<file path="config.mk">
export PLATFORM = sky130hd
export DESIGN_NAME = lsu_ctrl
export DESIGN_NICKNAME = d
export VERILOG_FILES = /design/src/rtl/lsu_ctrl.sv
export SDC_FILE = /design/constraint.sdc
export NUM_CORES = 1
export LEC_CHECK = 0
export CAP_MARGIN = 20
export CORE_MARGIN = 10
export CORE_UTILIZATION = 40
export DETAILED_ROUTE_END_ITERATION = 16
export HOLD_SLACK_MARGIN = 0.06
export PLACE_DENSITY = 0.85
export SKIP_CTS_REPAIR_TIMING = 1
export SLEW_MARGIN = 20
export SYNTH_ARGS = -nofsm -noshare
export SYNTH_HDL_FRONTEND = slang
export SYNTH_SLANG_ARGS = --single-unit
</file>
<file path="constraint.sdc">
create_clock -name clk -period 1.6 [get_ports clk]
set_input_delay 0.32 -clock clk [delete_from_list [all_inputs] [get_ports clk]]
set_output_delay 0.32 -clock clk [all_outputs]
set_load 0.005 [all_outputs]
</file>
<file path="src/rtl/lsu_ctrl.sv">
// Load/store unit controller: one outstanding data-memory op, with byte-lane
// steering for stores, load extension, misalignment detection and response timeout.
module lsu_ctrl #(
  parameter int TIMEOUT_CYC = 16
) (
  input  logic        clk,
  input  logic        rst_n,
  input  logic        ex_valid,
  input  logic [2:0]  ex_mem_op,
  input  logic [31:0] ex_addr,
  input  logic [31:0] ex_wdata,
  input  logic [4:0]  ex_rd,
  output logic        lsu_busy,
  output logic        dmem_req,
  output logic        dmem_we,
  output logic [3:0]  dmem_be,
  output logic [31:0] dmem_addr,
  output logic [31:0] dmem_wdata,
  input  logic        dmem_gnt,
  input  logic        dmem_rvalid,
  input  logic [31:0] dmem_rdata,
  output logic        wb_valid,
  output logic [4:0]  wb_rd,
  output logic [31:0] wb_data,
  output logic        misalign_err,
  output logic        timeout_err
);

  // state | meaning
  // IDLE  | waiting for an op from EX
  // REQ   | request driven, holding until dmem_gnt
  // RESP  | load granted, waiting for dmem_rvalid or timeout

  localparam int CW = (TIMEOUT_CYC > 1) ? $clog2(TIMEOUT_CYC) : 1;
  localparam logic [CW-1:0] CNT_LAST = CW'(TIMEOUT_CYC - 1);

  localparam logic [2:0] OP_LB  = 3'd0;
  localparam logic [2:0] OP_LH  = 3'd1;
  localparam logic [2:0] OP_LW  = 3'd2;
  localparam logic [2:0] OP_LBU = 3'd3;
  localparam logic [2:0] OP_LHU = 3'd4;
  localparam logic [2:0] OP_SB  = 3'd5;
  localparam logic [2:0] OP_SH  = 3'd6;
  localparam logic [2:0] OP_SW  = 3'd7;

  typedef enum logic [1:0] {IDLE, REQ, RESP} state_t;

  state_t        state, state_d;
  logic [CW-1:0] cnt_q, cnt_d;
  logic [2:0]    op_q;
  logic [31:0]   addr_q;
  logic [31:0]   wdata_q;
  logic [4:0]    rd_q;

  logic        accept, mis_fire, wb_fire, tmo_fire;
  logic        ex_misalign, is_store;
  logic [31:0] shifted, load_data;

  always_comb begin
    ex_misalign = 1'b0;
    case (ex_mem_op)
      OP_LH, OP_LHU, OP_SH: ex_misalign = ex_addr[0];
      OP_LW, OP_SW:         ex_misalign = |ex_addr[1:0];
      default:              ex_misalign = 1'b0;
    endcase
  end

  assign is_store = (op_q == OP_SB) || (op_q == OP_SH) || (op_q == OP_SW);

  always_comb begin
    state_d  = state;
    cnt_d    = cnt_q;
    accept   = 1'b0;
    mis_fire = 1'b0;
    wb_fire  = 1'b0;
    tmo_fire = 1'b0;
    case (state)
      IDLE: begin
        if (ex_valid) begin
          accept = 1'b1;
          if (ex_misalign) mis_fire = 1'b1;
          else             state_d  = REQ;
        end
      end
      REQ: begin
        if (dmem_gnt) begin
          cnt_d   = '0;
          state_d = is_store ? IDLE : RESP;
        end
      end
      RESP: begin
        // rvalid takes priority over an expiring timer in the same cycle
        if (dmem_rvalid) begin
          wb_fire = 1'b1;
          state_d = IDLE;
        end else if (cnt_q == CNT_LAST) begin
          tmo_fire = 1'b1;
          state_d  = IDLE;
        end else begin
          cnt_d = cnt_q + 1'b1;
        end
      end
      default: state_d = IDLE;
    endcase
  end

  always_ff @(posedge clk or negedge rst_n) begin
    if (!rst_n) begin
      state        <= IDLE;
      cnt_q        <= '0;
      op_q         <= '0;
      addr_q       <= '0;
      wdata_q      <= '0;
      rd_q         <= '0;
      wb_valid     <= 1'b0;
      wb_rd        <= '0;
      wb_data      <= '0;
      misalign_err <= 1'b0;
      timeout_err  <= 1'b0;
    end else begin
      state        <= state_d;
      cnt_q        <= cnt_d;
      wb_valid     <= wb_fire;
      misalign_err <= mis_fire;
      timeout_err  <= tmo_fire;
      if (accept) begin
        op_q    <= ex_mem_op;
        addr_q  <= ex_addr;
        wdata_q <= ex_wdata;
        rd_q    <= ex_rd;
      end
      if (wb_fire) begin
        wb_rd   <= rd_q;
        wb_data <= load_data;
      end
    end
  end

  assign shifted = dmem_rdata >> {addr_q[1:0], 3'b000};

  always_comb begin
    load_data = dmem_rdata;
    case (op_q)
      OP_LB:   load_data = {{24{shifted[7]}}, shifted[7:0]};
      OP_LBU:  load_data = {24'd0, shifted[7:0]};
      OP_LH:   load_data = {{16{shifted[15]}}, shifted[15:0]};
      OP_LHU:  load_data = {16'd0, shifted[15:0]};
      default: load_data = dmem_rdata;
    endcase
  end

  assign lsu_busy  = (state != IDLE);
  assign dmem_req  = (state == REQ);
  assign dmem_we   = dmem_req & is_store;
  assign dmem_addr = dmem_req ? {addr_q[31:2], 2'b00} : 32'd0;

  // Request fields are forced to zero outside REQ so reset and idle look identical
  always_comb begin
    dmem_be    = 4'd0;
    dmem_wdata = 32'd0;
    if (dmem_req) begin
      case (op_q)
        OP_SB: begin
          dmem_be    = 4'b0001 << addr_q[1:0];
          dmem_wdata = {4{wdata_q[7:0]}};
        end
        OP_SH: begin
          dmem_be    = 4'b0011 << addr_q[1:0];
          dmem_wdata = {2{wdata_q[15:0]}};
        end
        OP_SW: begin
          dmem_be    = 4'b1111;
          dmem_wdata = wdata_q;
        end
        default: dmem_be = 4'b1111;
      endcase
    end
  end

endmodule
</file>
# == Yosys cells after proc, flatten, opt, wreduce, memory -nomap -nowiden ==
# Index checks and enable logic that the tools add are counted.
# word_totals
regBits,118
latch_bits,0
ram_bits,0
mem_bits_ro,0
inputBits,109
out_inout_bits,111
elab_cells,75
n_memories,0
# classes
add_sub_neg,1
multipliers,0
div,0
n_lt_le_gt_ge,0
eq_ne,20
shift,3
muxes,28
bitwise,1
n_reduce_logical,11
# op_table
cell,count
32-bit case mux with 4 select lines,1
32-bit case mux with 3 select lines,1
32-bit 2-to-1 mux,2
32-bit by 5-bit right shift with 16-bit output,1
3-bit == test (second input constant),7
4-bit 2-to-1 mux,4
4-bit case mux with 2 select lines,2
2-bit 2-to-1 mux,6
1-bit 2-to-1 mux,10
2-bit inequality test (second input constant),4
4-bit AND reduction,2
3-bit by 1-bit == test with 1-bit output (second input constant),2
3-bit by 2-bit == test with 1-bit output (second input constant),2
2-bit case mux with 3 select lines,1
4-bit by 1-bit adder with 4-bit output (second input constant),1
4-bit == test (second input constant),1
2-bit nonzero test,2
2-bit OR reduction,2
1-bit by 2-bit left shift with 4-bit output (first input constant),1
2-bit by 2-bit left shift with 4-bit output (first input constant),1
3-bit zero test,1
3-bit inequality test (second input constant),1
3-bit OR reduction,1
2-bit by 1-bit == test with 1-bit output (second input constant),1
other kinds (6),7

# == Longest topological paths before layout ==
# Gate-level depths: netlist (run 1).
# depth
word_depth,6
ltp_mapped,6
ltp_nobuf,5

# == Worst setup path before layout (run 1) ==
# Ideal clock, no wire load.
# synth_path
path_type,register to output
from,register state[1]
to,output port dmem_wdata[11]
arrival_time_ns,1.240
t_required_ns,1.280
path_slack_ns,0.040
path_stages_with_launch,6
path_buffers,1
cell_sequence,dfrtp_1 -> nand2b_1 -> inv_1 -> nand2_1 -> buf_2 -> a21oi_1
# synth_between
elab_chain_cells,2
# synth_lines
item,line_no,source
from (decl),48,"state_t state, state_d;"
from (signal assigned),121,state <= state_d;
2-bit by 1-bit == test with 1-bit output,153,assign dmem_req = (state == REQ);
32-bit 2-to-1 mux,161,if (dmem_req) begin
to (decl),18,"output logic [31:0] dmem_wdata,"
# No other way between the ends.

# == Final worst setup path (run 1) ==
# layout_path
from,register state[0]
to,output port dmem_addr[16]
# layout_between
elab_chain_cells,2
# layout_lines
item,line_no,source
2-bit by 1-bit == test with 1-bit output,153,
32-bit 2-to-1 mux,155,"assign dmem_addr = dmem_req ? {addr_q[31:2], 2'b00} : 32'd0;"
to (decl),17,"output logic [31:0] dmem_addr,"
# No other way between the ends.

==> results by group, run 1 <==
Outcome
  – Run status: complete, but fails checks
  – Failing checks: negative setup slack

Cells and area
  – Total number of nets in the final design: 948
  – Util after Layout: 70.27%
  – N_diodes: 0
  – P&R area growth vs syn: 73.35%
  – Proportion of layout cells with a drive suffix above 1: 43.13%

Global route
  – First-pass GRT wire length: between 20000 and 30000 µm
  – GRT Overall Usage: 19.09%
  – Pin count of the biggest net entering global routing: 72
  – Global route overflow: 0
  – Via count of the first global-routing pass: 5543
  – Initial antenna violation count: 0

Floorplan
  – I/O pin total: 220
  – Die boundary width: 141.1 µm
  – Area enclosed by the die boundary: 19920 µm²
  – Area inside the core boundary: approximately 14000 µm²
  – Die height: ~140 µm
  – Standard-cell rows: 44
  – Initial Util: 40.54%

Critical path
  – Family with the most delay on the worst path: buffers and inverters
  – Bufs and invs on worst path: 5
  – Worst path required time: 1.28 ns
  – Kind of start point of the critical path: flip-flop
  – Cell seen most often among critical-path stages: buf_6
  – Cell-by-cell listing of the critical path: nand2b_4 -> clkinvlp_4 -> buf_6 -> clkbuf_16 -> buf_6 -> and2_1 -> buf_2
  – Type of the worst setup path: flip-flop to output port
  – Critical path data arrival time: 1.85 ns
  – CP Max Fanout: 6
  – Launching point of the worst reg2reg path: op_q[0]
  – Slowest cell on crit path: dfrtp_1
  – Reg2reg setup slack: -0.28 ns
  – Capture instance of the worst register-to-register path: wb_data[13]
  – Element type at the critical path end: output port
  – Critical path's largest stage delay: 0.41 ns
  – Length in cells of the worst reg-to-reg path: 8

Hold path
  – Min-delay worst type: input pin to asynchronous set/reset pin

Yosys
  – Leading post-synthesis cells by instance count: dfrtp_1 (118), mux2_2 (87), nand2_1 (73)
  – Fraction of post-synthesis cell area in the top cell type by area: 50.31%
  – Ys Warns: 0
  – Synth top area cells: dfrtp_1 (50%), mux2_2 (17%), and2_1 (5.1%)
  – Combined area of all synthesized cells: 5869 µm²
  – Mapped Avg Cell Area: 10.87 µm²
  – Cell taking the most area after synthesis: dfrtp_1
  – Cell count after synthesis: 540
  – Share of the yosys chip area belonging to registers: slightly above 50%
  – Most frequently used flop master after synthesis: dfrtp_1
  – Fraction of registers with async set/reset: 100.0%
  – Most common cell in the synthesized netlist: dfrtp_1
  – Post-synth EDFFs: 0
  – Synth cell types: 42
  – Synth Register Bits: 118

Run
  – Max-cap violations: 0

STA
  – Max frequency: 461.3 MHz
  – Number of setup violations in the final report: 140
  – Worst Clk Skew: 0.005887 ns
  – Total negative slack for setup checks: -36.53 ns
  – Final setup slack of the worst path: -0.5676 ns
  – RSZ-0062 raised after global routing: yes
  – Fin. max-slew vios: 0
  – Fin crit share: 135.5%
  – Hold violation count in the final report: 0
  – Minimum clock period after layout: 2.168 ns

Power
  – Leakage power: 5.087 nW
  – Worst-case vdd ir drop: 0.001218 V
  – Power density normalized to cell area: 2024 nW/µm²

Detailed routing
  – Total Routed Length: between 20000 and 25000 µm
  – Met3 WL post-DR: between 2000 and 3000 µm
  – Vias/cell: approximately 5.3
  – Met2 wire length: 11080 µm
  – Top layer in use: met4
  – Residual antenna-violating net count after detailed routing: 0
  – Detailed Routing Iterations Pass 1: 5
  – # DRC: 0
  – Post-detailed-route wirelength per cell: 21.55 µm
  – Routed length on met1: 8139 µm
  – Detailed-route via count: about 5500
  – Initial DRC Count: 313

CTS
  – CTS H-Tree Depth: 4
  – Clock tree from TritonCTS: yes
  – Clock buffers created by TritonCTS: 17
  – Clock transition at the registers of the reported paths: 0.06 ns
  – Clock buffer depth: 2
  – Root buffer cell: clkbuf_16
  – Number of clock sinks: approximately 120
  – Clock latency at the later pin of the worst-skew pair: approximately 0.42 ns

Placed design
  – Hpwl dp: 14310 µm
  – Placer Congestion: 0.8482
  – Count of buffers inserted at the top-level ports: 217
worst register-to-register path, delay by kind of cell (launching register included):
family | cells | cell delay, ns
buffers and inverters | 5 | 0.70
flip-flops | 1 | 0.43
multiplexers | 1 | 0.33
AND/OR/NAND/NOR | 1 | 0.22
AO/OA/AOI/OAI | 1 | 0.07
kinds of logic (layout without fill, tap and decap cells):
kind of cell / Yosys count / after routing / share of synthesized area [%]
compound gates: 106 / 107 / 11.06
xor+xnor: 5 / 5 / 0.7461
fa+ha+maj: 1 / 1 / 0.2131
buf+inv: 43 / 351 / 3.880
flops: 118 / 118 / 50.31
mux: 97 / 97 / 18.55
other cells: 1 / 2 / 0.06389
simple gates: 169 / 170 / 15.18
power breakdown:
group,switching [mW],internal [mW],leakage [nW],total (mW)
registers,0.968,4.43,1.42,5.40
clock network,1.47,2.77,0.310,4.24
logic,4.60,6.37,3.36,11.0
total,7.04,13.6,5.09,20.6
sequential cells by signal, indices dropped and copies added, names as in the netlist:
register and count:
wb_data 32, cnt_q 4, wb_valid 1, wdata_q 32
rd_q 5, op_q 3, wb_rd 5, timeout_err 1
state 2, addr_q 32, misalign_err 1
per-layer routing:
metal  track usage (%)  vias to the layer above
li1                  -                     2485
met4             6.576                        0
met2             31.87                      271
met3             9.305                       33
met5                 0                        -
met1             20.60                     2667
cell usage in the layout, fill, tap and decap left out, types with 4 or more instances in the layout:
master             n
buf_12             8
mux2_2            66
nand2_1           63
o21ai_1            7
nand2b_1           8
mux2i_1            8
clkbuf_16         26
a21oi_1           30
and2_4            24
mux2_4            22
buf_4             53
nand2_2            9
buf_2             20
o22ai_1            9
nor2_1             8
dfrtp_1          116
nand3_1            6
buf_8              4
clkdlybuf4s50_1  108
xor2_1             4
clkinvlp_4         4
o21ai_0            8
a21oi_2           18
and2_1            25
buf_6             45
a221o_1           16
dlymetal6s2s_1    47
o21ai_2           11
bufinv_16          5
clkbuf_2          19
per-stage QoR:
step                total power [mW]  cell area (µm²)  std cells  hold WS (ns)  setup slack [ns]
global route                   21.72            10170       1035        0.4687           -0.6482
CTS                            18.24             9234        993       -0.1067           -0.8446
global placement               13.65             8582        961        0.3368           -0.4127
detailed placement             13.90             8582        961        0.3398           -0.4489
finish                         20.60            10170       1035        0.4425           -0.5676
floorplan                      9.487             5873        541       0.02441           0.03951
cell type report:
class | count | area (µm²)
sequential | 118 | 2955
timing repair buffer | 314 | 3224
inverter | 5 | 22.52
clock inverter | 15 | 226.5
fill | 991 | 4304
tap | 184 | 230.2
clock buffer | 17 | 425.4
multi-input combinational | 382 | 3090
worst max path at each step:
stage / startpoint / endpoint / slack, ns / cells after the start
6_report: state[0] / dmem_addr[16] / -0.57 / 7
5_1_grt: state[0] / dmem_addr[16] / -0.65 / 7
4_1_cts: state[1] / dmem_wdata[0] / -0.84 / 6
3_5_place_dp: dmem_rvalid / wb_data[31] / -0.45 / 5
3_3_place_gp: dmem_rvalid / wb_data[21] / -0.41 / 5
2_1_floorplan: state[1] / dmem_wdata[11] / 0.04 / 5
Power figures use the tool's default switching activity.
==> run 2: changes to the inputs <==
- CORE_UTILIZATION: 40 -> 45
- PLACE_DENSITY: 0.85 -> 0.9
- clock period: 1.6 -> 2.1 ns (I/O delays scaled with it)
==> run 2 against run 1 <==
Compared with the run above:
- the run still ends with negative setup slack left
- clock skew about the same
- wire length down 7.3%
- global-route usage up 2.3 points
- worst setup slack better by 0.45 ns
- combinational power down 39%
- sequential power down 23%
- final cell count down 6.6%
- final area down 8.1%
- flip-flop and latch count unchanged
- first-iteration DRC count up 3.2%
- via count down 2.6%
- non-clock buffer count down 54
==> results by group, run 2 (synthesized netlist as in run 1, its figures left out) <==
Outcome
  – Run status: complete, but fails checks
  – Failing checks: negative setup slack

STA
  – Fin. max-slew vios: 0 (unchanged)
  – Headroom to the max-slew limit: 59.01%
  – Total negative slack for setup checks: -0.8180 ns (+35.71 ns)
  – Final setup slack of the worst path: -0.1159 ns (+0.4517 ns)
  – Number of setup violations in the final report: 11 (-92%)
  – Hold slack final: 0.4702 ns (+0.02774 ns)
  – Actual transition at the worst max-transition pin: just over 0.6 ns
  – Max frequency: 451.3 MHz
  – Worst Clk Skew: 0.006203 ns (+0.0003161 ns)
  – Minimum clock period after layout: between 2 and 2.5 ns
  – Fin crit share: 105.5%
  – RSZ-0062 raised after global routing: yes
  – Hold violation count in the final report: 0 (unchanged)

Floorplan
  – Die boundary width: 134.2 µm (-4.9%)
  – Area inside the core boundary: 12720 µm² (-12%)
  – Area enclosed by the die boundary: 18010 µm² (-9.6%)
  – Die height: 134.2 µm (-4.9%)
  – Standard-cell rows: 41 (-6.8%)
  – I/O pin total: 220 (unchanged)
  – Initial Util: 46.13% (+5.6 points)

Power
  – Total power: 13.84 mW (-33%)
  – Leakage power: 4.658 nW (-8.4%)
  – Power density normalized to cell area: 1480 nW/µm² (-27%)
  – Worst-case vdd ir drop: 0.0008315 V (-32%)

CTS
  – Root buffer cell: clkbuf_16
  – Clock tree from TritonCTS: yes
  – Number of clock sinks: 118 (unchanged)
  – CTS H-Tree Depth: 4 (unchanged)
  – Clock transition at the registers of the reported paths: 0.06 ns (about the same)
  – Clock buffer depth: 2 (unchanged)
  – Clock latency at the later pin of the worst-skew pair: 0.41 ns (about the same)
  – Clock buffers created by TritonCTS: 17 (unchanged)

Critical path
  – CP Max Fanout: 11 (+5)
  – Kind of start point of the critical path: flip-flop
  – Launching point of the worst reg2reg path: addr_q[1]
  – Length in cells of the worst reg-to-reg path: 6 (-2)
  – Critical path data arrival time: 1.80 ns (-0.05 ns)
  – Element type at the critical path end: output port
  – Capture instance of the worst register-to-register path: wb_data[18]
  – Reg2reg setup slack: 0.06 ns (+0.34 ns)
  – Worst path required time: 1.68 ns (+0.40 ns)
  – Type of the worst setup path: flip-flop to output port

Global route
  – First-pass GRT wire length: 30580 µm (+2.0%)
  – Pin count of the biggest net entering global routing: 43 (-40%)
  – Global route overflow: 0 (unchanged)
  – Via count of the first global-routing pass: 5585 (+0.76%)
  – GRT Overall Usage: 21.41% (+2.3 points)
  – Initial antenna violation count: 1 (+1)

Cells and area
  – Util after Layout: 73.49% (+3.2 points)
  – P&R area growth vs syn: 59.28%
  – Leading cell type in the layout, fill and taps excluded: clkdlybuf4s50_1
  – Total number of nets in the final design: 892 (-5.9%)
  – Commonest cells after routing, fill and taps aside: clkdlybuf4s50_1 (148), dfrtp_1 (116), mux2_2 (87)
  – Regs by FF count: addr_q x32, wb_data x32, wdata_q x32
  – Proportion of layout cells with a drive suffix above 1: 28.84% (-14 points)

Detailed routing
  – # DRC: 0 (unchanged)
  – Initial DRC Count: 323 (+3.2%)
  – Residual antenna-violating net count after detailed routing: 0 (unchanged)
  – Detailed Routing Iterations Pass 1: 5 (unchanged)
  – Post-detailed-route wirelength per cell: 21.40 µm (-0.73%)
  – Detailed-route via count: 5313 (-2.6%)
  – Vias/cell: 5.494 (+4.2%)
  – Total Routed Length: 20690 µm (-7.3%)

Run
  – Max-cap violations: 0 (unchanged)

Hold path
  – Min-delay worst type: flip-flop to flip-flop
  – Endpoint of the worst hold path: wb_rd[0]
  – Hold path startpoint: rd_q[0]
  – Worst hold path stage count: 2

Placed design
  – Hpwl dp: 14980 µm (+4.7%)
  – Count of buffers inserted at the top-level ports: 217 (unchanged)
  – Placer Congestion: 0.9422 (+11%)
==> run 2: area by class of cell <==
class / count / area [µm²]
fill: 886 / 3373
sequential: 118 / 2955
multi-input combinational: 380 / 2840
timing repair buffer: 260 / 2713
clock buffer: 22 / 474.2
tap: 172 / 215.2
clock inverter: 9 / 125.1
inverter: 5 / 23.77
antenna: 1 / 2.502
==> run 2: critical path, stage by stage, from the launching register on <==
cell	delay, ns
dfrtp_1	0.41
buf_6	0.13
buf_6	0.11
buf_12	0.13
mux2_2	0.22
nand2_1	0.06
a21oi_2	0.18
buf_2	0.14
==> run 2: worst max path at each step <==
stage	startpoint	endpoint	slack, ns	cells past startpoint
floorplan	state[1]	dmem_wdata[11]	0.44	5
global placement	op_q[0]	dmem_wdata[3]	0.05	6
detailed placement	op_q[0]	dmem_wdata[5]	-0.02	6
CTS	op_q[0]	dmem_wdata[5]	-0.47	6
global route	op_q[0]	dmem_wdata[20]	-0.18	7
finish	op_q[0]	dmem_wdata[20]	-0.12	7
==> run 2: routing by layer <==
layer | part of all wire [%] | global-route usage, %
met1 | 38 | 23.10
met2 | 49 | 35.92
met3 | 9.1 | 9.037
met4 | 3.1 | 9.432
met5 | 0 | 0
==> run 2: stage by stage <==
| stage | instances | cell area, µm² | worst slack (ns) |
|---|---|---|---|
| floorplan | 541 | 5873 | 0.4395 |
| global placement | 924 | 8392 | 0.04817 |
| detailed placement | 924 | 8392 | -0.01525 |
| CTS | 955 | 8991 | -0.4660 |
| global route | 967 | 9349 | -0.1759 |
| finish | 967 | 9349 | -0.1159 |
==> run 2: power by group <==
part / internal (mW) / switching, mW
Combinational: 3.78 / 2.92
Clock: 1.94 / 1.03
Sequential: 3.37 / 0.784
==> run 3: changes to the inputs <==
- MAX_ROUTING_LAYER: not set -> met4
==> run 3 against run 2 <==
Compared with the run above:
- the run still ends with negative setup slack left
- die area did not move
- clock skew rose by 0.0010 ns
- total power fell by 0.27%
- global-route usage rose by 0.69 points
- critical path depth fell by 1
- worst setup slack improved by 0.089 ns
- utilization fell by 0.60 points
- largest cell class unchanged
- largest power group unchanged
==> results by group, run 3 (synthesized netlist as in run 1, its figures left out) <==
STA
  – Hold slack final: 0.4441 ns (-0.02611 ns)
  – Number of setup violations in the final report: 5 (-6)
  – Fin. max-slew vios: 0 (unchanged)
  – Worst Clk Skew: 0.007247 ns (+0.001044 ns)
  – Actual transition at the worst max-transition pin: 0.5978 ns (-0.01715 ns)
  – Headroom to the max-slew limit: 60.15% (+1.1 points)
  – Hold violation count in the final report: 0 (unchanged)
  – Max frequency: 470.2 MHz (+4.2%)
  – Fin crit share: 101.3% (-4.2 points)
  – RSZ-0062 raised after global routing: yes
  – Final setup slack of the worst path: -0.02691 ns (+0.08897 ns)
  – Minimum clock period after layout: 2.127 ns (-0.08897 ns)

Detailed routing
  – Detailed Routing Iterations Pass 1: 5 (unchanged)
  – # DRC: 0 (unchanged)
  – Post-detailed-route wirelength per cell: 21.17 µm (-1.1%)
  – Initial DRC Count: 526 (+63%)
  – Total Routed Length: 20390 µm (-1.5%)
  – Vias/cell: 5.470 (-0.44%)
  – Detailed-route via count: 5268 (-0.85%)
  – Residual antenna-violating net count after detailed routing: 0 (unchanged)

Power
  – Clock group share of total power: 22.8% (+1.3 points)
  – Proportion of power drawn by flip-flops and latches: 30.0% (about the same)
  – Leakage power: 4.633 nW (-0.53%)
  – Net switching component of the power: 4.623 mW (-2.4%)
  – Worst-case vdd ir drop: 0.0007507 V (-9.7%)
  – Sw Ratio: 33.50% (-0.73 points)
  – Combinational fraction of design power: 47.1% (-1.4 points)
  – Power density normalized to cell area: 1488 nW/µm² (+0.55%)
  – Internal Dissipation: 9.176 mW (+0.83%)

CTS
  – Clock buffer depth: 2 (unchanged)
  – Clock transition at the registers of the reported paths: 0.06 ns (about the same)
  – Clock buffers created by TritonCTS: 17 (unchanged)
  – Clock latency at the later pin of the worst-skew pair: 0.42 ns (about the same)
  – Clock tree from TritonCTS: yes
  – Number of clock sinks: 118 (unchanged)
  – CTS H-Tree Depth: 4 (unchanged)
  – Root buffer cell: clkbuf_16

Cells and area
  – Total number of nets in the final design: 887 (-0.56%)
  – Commonest cells after routing, fill and taps aside: clkdlybuf4s50_1 (147), dfrtp_1 (117), mux2_2 (87)
  – Final std cells w/o fill: 963 (-0.41%)
  – Proportion of layout cells with a drive suffix above 1: 27.22% (-1.6 points)
  – P&R area growth vs syn: 57.98%
  – Filler instances: 904 (+2.0%)
  – Leading cell type in the layout, fill and taps excluded: clkdlybuf4s50_1
  – Regs by FF count: addr_q x32, wb_data x32, wdata_q x32

Placed design
  – Count of buffers inserted at the top-level ports: 217 (unchanged)
  – Hpwl dp: 14940 µm (-0.24%)
  – Placer Congestion: 0.9096 (-3.5%)
  – Instance count after placement with tap cells included: 923 (-0.11%)

Global route
  – Initial antenna violation count: 1 (unchanged)
  – Via count of the first global-routing pass: 5568 (-0.30%)
  – First-pass GRT wire length: 30510 µm (-0.23%)
  – Global route overflow: 0 (unchanged)
  – Pin count of the biggest net entering global routing: 50 (+16%)
  – GRT Overall Usage: 22.10% (+0.69 points)

Critical path
  – CP Max Fanout: 5 (-6)
  – Worst path required time: 1.68 ns (about the same)
  – Element type at the critical path end: output port
  – Kind of start point of the critical path: flip-flop
  – Critical path data arrival time: 1.71 ns (-0.09 ns)
  – Type of the worst setup path: flip-flop to output port

Floorplan
  – Die height: 134.2 µm (unchanged)
  – I/O pin total: 220 (unchanged)
  – Area inside the core boundary: 12720 µm² (unchanged)
  – Die boundary width: 134.2 µm (unchanged)
  – Standard-cell rows: 41 (unchanged)
  – Area enclosed by the die boundary: 18010 µm² (unchanged)
  – Initial Util: 46.13% (unchanged)

Outcome
  – Failing checks: negative setup slack
  – Run status: complete, but fails checks

Run
  – Max-cap violations: 0 (unchanged)

Hold path
  – Min-delay worst type: input pin to asynchronous set/reset pin
==> run 3: cell count changes in the layout (fill, tap and decap cells not counted), sizes merged <==
cell	previous run	this run
buf	52	40
clkbuf	35	42
bufinv	3	5
clkinvlp	2	0
clkdlybuf4s50	148	147
clkinv	4	5
dlymetal6s2s	46	47
==> run 3: path summary, 6_finish.rpt <==
path,startpoint,endpoint,slack [ns],depth (start not counted)
hold / removal,rst_n,rd_q[2],0.44,2
setup / recovery,op_q[0],dmem_wdata[21],-0.03,6
min in group clk,rd_q[3],wb_rd[3],0.47,2
max in group asynchronous,rst_n,op_q[1],1.07,3
hold reg to reg,rd_q[3],wb_rd[3],0.47,2
setup reg to reg,addr_q[1],wb_data[26],0.16,6
==> run 3: power groups by stage <==
stage          Combinational [mW]  Sequential, mW  Clock, mW
5_1_grt                      7.01            4.27       3.30
3_3_place_gp                 5.99            4.04          0
2_1_floorplan                3.35            3.88          0
4_1_cts                      6.26            4.09       3.19
6_report                     6.50            4.14       3.15
3_5_place_dp                 6.19            4.11          0
==> run 3: metal layers <==
layer | global-route usage [%] | routed length, µm
met3 | 6.796 | 1631
met5 | - | 0
met1 | 24.56 | 7916
met2 | 36.77 | 10350
met4 | 8.041 | 490
==> run 3: final cells by class <==
cell class                      count  area (µm²)  area share (%)
Antenna cell                        1       2.502         0.02699
Clock buffer                       22       464.2           5.006
Clock inverter                     10       175.2           1.889
Inverter                            5       23.77          0.2564
Multi-Input combinational cell    380        2808           30.28
Sequential cell                   118        2954           31.86
Tap cell                          172       215.2           2.321
Timing Repair Buffer              255        2630           28.36
==> run 3: critical path, stage by stage, from the launching register on <==
cell and delay (ns):
dfrtp_1 0.39, buf_6 0.15, clkbuf_16 0.14, mux2_2 0.33, nand2_1 0.07, a21oi_1 0.06, dlymetal6s2s_1 0.16
==> run 3: through the flow <==
step / cell area (µm²) / utilization (%) / setup WS, ns / total power [mW] / setup TNS, ns
finish: 9273 / 72.89 / -0.02691 / 13.80 / -0.06419
global route: 9273 / 72.89 / -0.09786 / 14.58 / -1.230
CTS: 9011 / 70.83 / -0.4288 / 13.54 / -23.61
detailed placement: 8372 / 65.80 / 0.01881 / 10.31 / 0
global placement: 8372 / 65.80 / 0.04536 / 10.03 / 0
floorplan: 5873 / - / 0.4395 / 7.228 / 0
